--- src/rtl/color_hist_reader.sv ---
// Scans the colour-bin and cluster-id memories over one image, builds 16-bin a/b histograms of
// foreground pixels and streams the 32 saturating counts out over a valid/ready port.
module color_hist_reader #(
   parameter int          TOTAL_PIXELS = 50176,
   parameter int          COUNT_W      = 16,
   parameter logic [7:0]  BG_CODE      = 8'h84
) (
   input  logic               clk,
   input  logic               reset,
   input  logic               start_hist,
   output logic [15:0]        COLOR_PORTB_addr,
   input  logic [7:0]         COLOR_PORTB_din,
   output logic [15:0]        CID_PORTB_addr,
   input  logic               CID_PORTB_din,
   output logic               hist_valid,
   input  logic               hist_ready,
   output logic [COUNT_W-1:0] hist_data,
   output logic [4:0]         hist_idx,
   output logic               hist_last,
   output logic [15:0]        fg_count,
   output logic               busy,
   output logic               done_hist
);

   typedef enum logic [2:0] {
      S_IDLE,
      S_CLEAR,
      S_SCAN,
      S_DRAIN,
      S_STREAM,
      S_DONE
   } state_t;

   localparam logic [15:0]        LAST_ADDR = 16'(TOTAL_PIXELS);
   localparam logic [COUNT_W-1:0] CNT_ONE   = {{(COUNT_W-1){1'b0}}, 1'b1};
   localparam logic [COUNT_W-1:0] CNT_MAX   = {COUNT_W{1'b1}};

   state_t             state_q, state_d;
   logic [15:0]        addr_q, addr_d;
   logic               rd_v_q;
   logic [4:0]         idx_q, idx_d;
   logic [15:0]        fg_q, fg_d;
   logic [COUNT_W-1:0] a_cnt_q [16];
   logic [COUNT_W-1:0] a_cnt_d [16];
   logic [COUNT_W-1:0] b_cnt_q [16];
   logic [COUNT_W-1:0] b_cnt_d [16];

   logic       accept;
   logic       qualify;
   logic [3:0] abin;
   logic [3:0] bbin;

   // Handshake: a beat transfers on any rising edge where hist_valid & hist_ready; while
   // hist_valid is high and the beat is not taken, data/idx/last are held unchanged.
   assign accept  = hist_valid & hist_ready;
   assign abin    = COLOR_PORTB_din[7:4];
   assign bbin    = COLOR_PORTB_din[3:0];
   // rd_v_q marks the cycle in which the memories return data for the previous scan address.
   assign qualify = rd_v_q & CID_PORTB_din & (COLOR_PORTB_din != BG_CODE);

   always_comb begin
      state_d = state_q;
      addr_d  = addr_q;
      idx_d   = idx_q;
      case (state_q)
         S_IDLE: begin
            if (start_hist) state_d = S_CLEAR;
         end
         S_CLEAR: begin
            addr_d  = 16'd1;
            state_d = S_SCAN;
         end
         S_SCAN: begin
            if (addr_q == LAST_ADDR) state_d = S_DRAIN;
            else                     addr_d  = addr_q + 16'd1;
         end
         S_DRAIN: begin
            idx_d   = 5'd0;
            state_d = S_STREAM;
         end
         S_STREAM: begin
            if (accept) begin
               if (idx_q == 5'd31) state_d = S_DONE;
               else                idx_d   = idx_q + 5'd1;
            end
         end
         S_DONE: begin
            state_d = S_IDLE;
         end
         default: begin
            state_d = S_IDLE;
         end
      endcase
   end

   always_comb begin
      fg_d = fg_q;
      for (int i = 0; i < 16; i++) begin
         a_cnt_d[i] = a_cnt_q[i];
         b_cnt_d[i] = b_cnt_q[i];
      end
      if (state_q == S_CLEAR) begin
         fg_d = 16'd0;
         for (int i = 0; i < 16; i++) begin
            a_cnt_d[i] = '0;
            b_cnt_d[i] = '0;
         end
      end else if (qualify) begin
         // Every counter sticks at all-ones rather than wrapping.
         if (fg_q != 16'hFFFF)          fg_d          = fg_q + 16'd1;
         if (a_cnt_q[abin] != CNT_MAX)  a_cnt_d[abin] = a_cnt_q[abin] + CNT_ONE;
         if (b_cnt_q[bbin] != CNT_MAX)  b_cnt_d[bbin] = b_cnt_q[bbin] + CNT_ONE;
      end
   end

   always_ff @(posedge clk) begin
      if (!reset) begin
         state_q <= S_IDLE;
         addr_q  <= 16'd0;
         rd_v_q  <= 1'b0;
         idx_q   <= 5'd0;
         fg_q    <= 16'd0;
         for (int i = 0; i < 16; i++) begin
            a_cnt_q[i] <= '0;
            b_cnt_q[i] <= '0;
         end
      end else begin
         state_q <= state_d;
         addr_q  <= addr_d;
         rd_v_q  <= (state_q == S_SCAN);
         idx_q   <= idx_d;
         fg_q    <= fg_d;
         for (int i = 0; i < 16; i++) begin
            a_cnt_q[i] <= a_cnt_d[i];
            b_cnt_q[i] <= b_cnt_d[i];
         end
      end
   end

   assign COLOR_PORTB_addr = addr_q;
   assign CID_PORTB_addr   = addr_q;
   assign hist_valid       = (state_q == S_STREAM);
   assign hist_idx         = idx_q;
   assign hist_data        = idx_q[4] ? b_cnt_q[idx_q[3:0]] : a_cnt_q[idx_q[3:0]];
   assign hist_last        = hist_valid & (idx_q == 5'd31);
   assign fg_count         = fg_q;
   assign busy             = (state_q != S_IDLE);
   assign done_hist        = (state_q == S_DONE);

endmodule
--- config.mk ---
export PLATFORM = sky130hd
export DESIGN_NAME = color_hist_reader
export DESIGN_NICKNAME = d
export VERILOG_FILES = /design/src/rtl/color_hist_reader.sv
export SDC_FILE = /design/constraint.sdc
export NUM_CORES = 1
export LEC_CHECK = 0
export BUFFER_PORTS_ARGS = -buffer_cell sky130_fd_sc_hd__clkbuf_2
export CAP_MARGIN = 10
export CORE_MARGIN = 1.5
export CORE_UTILIZATION = 49
export CTS_BUF_LIST = sky130_fd_sc_hd__clkbuf_8
export DETAILED_ROUTE_END_ITERATION = 6
export HOLD_SLACK_MARGIN = 0.15
export PLACE_DENSITY = 0.7
export SLEW_MARGIN = 10
export SYNTH_ARGS = -nofsm -noshare
export SYNTH_HDL_FRONTEND = slang
export SYNTH_SLANG_ARGS = --single-unit
--- constraint.sdc ---
create_clock -name clk -period 2.9 [get_ports clk]
set_input_delay 0.145 -clock clk [delete_from_list [all_inputs] [get_ports clk]]
set_output_delay 0.145 -clock clk [all_outputs]
set_load 0.02 [all_outputs]
# Word-level counts from Yosys, hierarchy flattened
# Memories as Yosys holds them, arrays and structs flattened. A register that Yosys moved wholly into a read port is not among the register bits.
# Index checks and enable logic that the tools add are counted.
# word_totals
register_bits	41
ram_bits	512
inputBits	13
output_inout_bits	73
wordCells	144
memories	2
# memory_table
memory	words	width	read_ports	rd_clocked_by_memory_dff	wr	line	text
a_cnt_q	16	16	18	1	16	43	logic [COUNT_W-1:0] a_cnt_q [16];
b_cnt_q	16	16	18	1	16	45	logic [COUNT_W-1:0] b_cnt_q [16];
# classes
n_addsub	5
order_cmp	4
n_eq_ne	17
muxes	61
bitwise	39
reduce_logical	11
# ops
operator	n
$mux 256	6
$mux 16	36
$bwmux 256	2
$demux 16 s4	2
$add 16x1->16 const B	4
$ne 16x16->1 const B	3
$or 1x1->1	32
$pmux 16 s2	1
$eq 16x16->1 const B	1
$mux 4	4
$pmux 3 s5	1
$mux 3	4
$ge 5x5->1 const B	2
$lt 5x1->1 const B	2
$mux 5	2
$not 4->5	2
$pmux 5 s2	1
$ne 2x2->1 const B	4
$ne 8x8->1 const B	1
$eq 3x2->1 const B	2
$eq 3x3->1 const B	2
$add 5x1->5 const B	1
$eq 5x5->1 const B	1
$and 1x1->1	4
12 further kinds	17

# Longest topological paths before layout
# depth
ltp_word	10
mapped_depth	15

# Worst setup path before layout
# No wires, ideal clock.
# synth_timing
kind	input to register
from	input port COLOR_PORTB_din[0]
to	memory b_cnt_q[10][14]
setup_time_ps	132
arrival_time_ps	3087
t_required_ps	2768
slack_ps	-320
stages	14
n_path_buf	5
cell_sequence	buf_4 > buf_6 > buf_6 > mux4_2 > a22oi_1 > nand2_2 > clkbuf_1 > ha_1 > nand4_1 > or2_2 > nor3_1 > xnor2_1 > clkbuf_1 > a21oi_1
# synth_lines
element	line	text
start: declaration	12	input logic [7:0] COLOR_PORTB_din,
end: declaration	45	

==> metrics <==
post-DP HPWL=55980 um; worst-skew pair later-pin latency=0.69 ns; Switching Share=0.2524; setup violators final=16; dpl cell area=31290 um^2; Worst Skew=0.03010 ns; Inserted Clock Buffers=89; EDFF count, synth=0; routed wire length=87200 um; failing checks=negative setup slack; Slew HR=0.4583; CORE AREA=55310 um^2; yosys warns=0; RSZ-0062 raised after global routing=true; All-Layer GR Usage=0.3016; Setup CP Type=register to primary output; worst path required time=2.76 ns; Wirelength per Cell=23.30 um; global-route wire length before repair=135400 um; internal cell power=0.01178 W; CTS tree=done; Logic pwr share=0.075; DR vias/cell=6.424; min Tclk post-route=3.177 ns; Final WS setup=-0.2771 ns; sequential area share after synthesis=0.4047; switching power of the nets=0.003978 W; # IOs=86; Sequential Power Share=0.491; die area=57660 um^2; DRC Markers=0; Area growth, synth to finish=23.69%; fraction of layout cells with a size suffix above 1=0.3319; root buffer cell=clkbuf_8; final worst-path cycle share=1.096; area of the multi-input gates=15330 um^2; Slew Viols, Final=0; sequential cell area=11160 um^2; initial antenna violation count=2; die height=240.1 um; Final Cell Area=34080 um^2; Worst setup EP type=primary output; setup TNS=-3.365 ns; Clock Sink Count=557; I/O Buffers=85; Mapped Nets=2665; drt initial violations=2408; hold crit path type=input pin to register; Cells after Synth=2645; startpoint types=register; nets=2944; async set or reset register ratio after synthesis=0; Post-DRT Antenna Nets=0; Initial Util=0.4982; GPL Wtd Cong=0.9123; row cnt=86; CTS HTree Levels=3; slew of the pin with the lowest slew margin=0.8125 ns; Arr. time, crit path=3.03 ns; total congestion overflow=0; Post-synth top flop=dfxtp_1; FF+latch count, synth=557; # fillers=4252; Post-Syn Area=27550 um^2; Leakage Power=12.11 nW; CP max FO=5; routed vias=24040; Die X=240.1 um; Final Hold Vio Count=0; CTS Buffer Depth=3; Power per Cell Area=462.4 nW/um^2; Peak supply drop=0.0002748 V; drt pass-1 iters=6; outcome=finished, violations left; Max Clk Rate=0.3148 GHz; Clock power frac=0.434; vias in the first global route=24240; pin count of the biggest net entering global routing=93; Mean Syn Cell Area=10.42 um^2; Reg clk slew, reported paths=0.07 ns; Distinct cells, synth=49; Max-Cap Viols=0
synthesized netlist by cell type, types with 5 or more instances:
| library cell | n | share of area |
|---|---|---|
| dfxtp_1 | 557 | 0.40 |
| nor2_1 | 318 | 0.043 |
| mux4_2 | 288 | 0.24 |
| a21oi_1 | 264 | 0.048 |
| o21ai_0 | 264 | 0.048 |
| a211oi_1 | 211 | 0.057 |
| clkbuf_1 | 176 | 0.024 |
| nand2_1 | 93 | 0.013 |
| buf_2 | 73 | 0.013 |
| a22oi_1 | 64 | 0.017 |
| mux2i_1 | 38 | 0.014 |
| nand3_1 | 32 | 0.0058 |
| xnor2_1 | 27 | 0.0086 |
| xor2_1 | 26 | 0.0083 |
| buf_4 | 24 | 0.0065 |
| mux2_2 | 24 | 0.0098 |
| inv_1 | 20 | 0.0027 |
| nand4_1 | 18 | 0.0041 |
| buf_1 | 13 | 0.0018 |
| nand2b_1 | 12 | 0.0027 |
| nor3_1 | 12 | 0.0022 |
| buf_6 | 10 | 0.0041 |
| or3_1 | 8 | 0.0018 |
| ha_1 | 7 | 0.0032 |
| and3_1 | 6 | 0.0014 |
| nor2b_1 | 6 | 0.0014 |
| nor4_1 | 6 | 0.0014 |
| nor4_2 | 6 | 0.0027 |
| and2_1 | 5 | 0.0011 |
layout by cell type (no fill, tap or decap), types with 6 or more instances in the layout:
cell | Yosys | final
mux4_2 | 288 | 288
nand2_1 | 93 | 90
mux2_2 | 24 | 11
buf_6 | 10 | 15
nor4_4 | 3 | 12
nand4_1 | 18 | 18
clkbuf_2 | 1 | 65
clkinv_2 | 0 | 6
a21oi_1 | 264 | 264
a22oi_1 | 64 | 54
buf_8 | 0 | 9
and3_1 | 6 | 6
nor3_1 | 12 | 10
nor2_1 | 318 | 297
xor2_1 | 26 | 26
nand3_1 | 32 | 32
xnor2_1 | 27 | 24
inv_1 | 20 | 54
buf_4 | 24 | 302
buf_16 | 0 | 9
mux2i_1 | 38 | 38
mux2_4 | 0 | 13
o21ai_0 | 264 | 263
nand2b_1 | 12 | 11
dfxtp_1 | 557 | 551
clkbuf_8 | 0 | 116
or3_1 | 8 | 8
nor2_2 | 0 | 19
a211oi_1 | 211 | 208
a22oi_2 | 0 | 10
buf_12 | 0 | 68
worst max-delay path, stage by stage (launching register included):
cell     delay, ns
dfxtp_4       0.40
buf_12        0.12
buf_12        0.14
buf_16        0.15
mux4_2        0.51
mux4_2        0.54
mux2_4        0.34
buf_8         0.14
state kept, by name (all words and copies together) (netlist names), named ones only:
register	count
rd_v_q	1
CID_PORTB_addr	16
fg_count	16
hist_idx	5
state_q	3
b_cnt_q	256
a_cnt_q	256
worst paths after layout:
check | from | end | slack (ns) | cells past startpoint
setup reg to reg | b_cnt_q[3][1] | b_cnt_q[7][2] | 0.07 | 12
hold / removal | COLOR_PORTB_din[3] | b_cnt_q[2][1] | 0.28 | 6
setup / recovery | register | hist_data[4] | -0.28 | 7
hold reg to reg | b_cnt_q[14][6] | b_cnt_q[14][6] | 0.49 | 2
routing by layer:
metal	up-vias	part of all wire	wire length [um]	global-route usage
li1	10540	-	-	-
met1	11830	0.38	33270	0.3890
met2	1389	0.46	40380	0.4817
met3	283	0.11	9666	0.06808
met4	0	0.044	3873	0.1416
met5	-	0	0	0
cell type report:
type,instances,area share
flip-flops and latches,557,0.3275
diodes,2,0.0001468
repair buffers,485,0.1400
well taps,748,0.02746
clock inverters,43,0.005947
clock buffers,116,0.04684
inverters,20,0.002203
multi-input cells,1771,0.4499
repair_timing:
action	CTS	global route
hold buffers	5	0
resized for setup	47	65
pin swaps	5	7
setup buffers	17	5
cloned	9	7
endpoints found under the hold margin	37	0
setup endpoints to repair	185	259
kinds of logic (layout without fill, tap and decap cells):
logic type | after synthesis | after routing | synth area share
mux | 351 | 351 | 0.2594
xor+xnor | 53 | 53 | 0.01685
buf+inv | 317 | 664 | 0.05254
fa+ha+maj | 7 | 7 | 0.003178
compound gates | 811 | 811 | 0.1732
flops | 557 | 557 | 0.4047
simple gates | 549 | 549 | 0.09009
other cells | 0 | 2 | 0
power groups by stage:
stage | registers [W] | clock network (W) | logic [W]
after CTS | 0.00773 | 0.00690 | 0.00115
after global routing | 0.00773 | 0.00724 | 0.00125
after global placement | 0.00789 | 0 | 0.00107
after detailed placement | 0.00790 | 0 | 0.00109
after floorplan | 0.00789 | 0 | 0.000703
final | 0.00773 | 0.00684 | 0.00119
through the flow:
step / utilization / std cells / worst slack (ns) / hold WS [ns] / power, W
floorplan: - / 2645 / 0.002059 / 0.3936 / 0.008588
global placement: 0.5657 / 3542 / -0.4187 / 0.4722 / 0.008967
detailed placement: 0.5657 / 3542 / -0.5473 / 0.4799 / 0.008991
CTS: 0.6105 / 3732 / -0.3052 / 0.2170 / 0.01578
global route: 0.6162 / 3741 / -0.3152 / 0.2882 / 0.01622
finish: 0.6162 / 3742 / -0.2771 / 0.2764 / 0.01576
No activity file was read; power rests on OpenSTA's default activity.
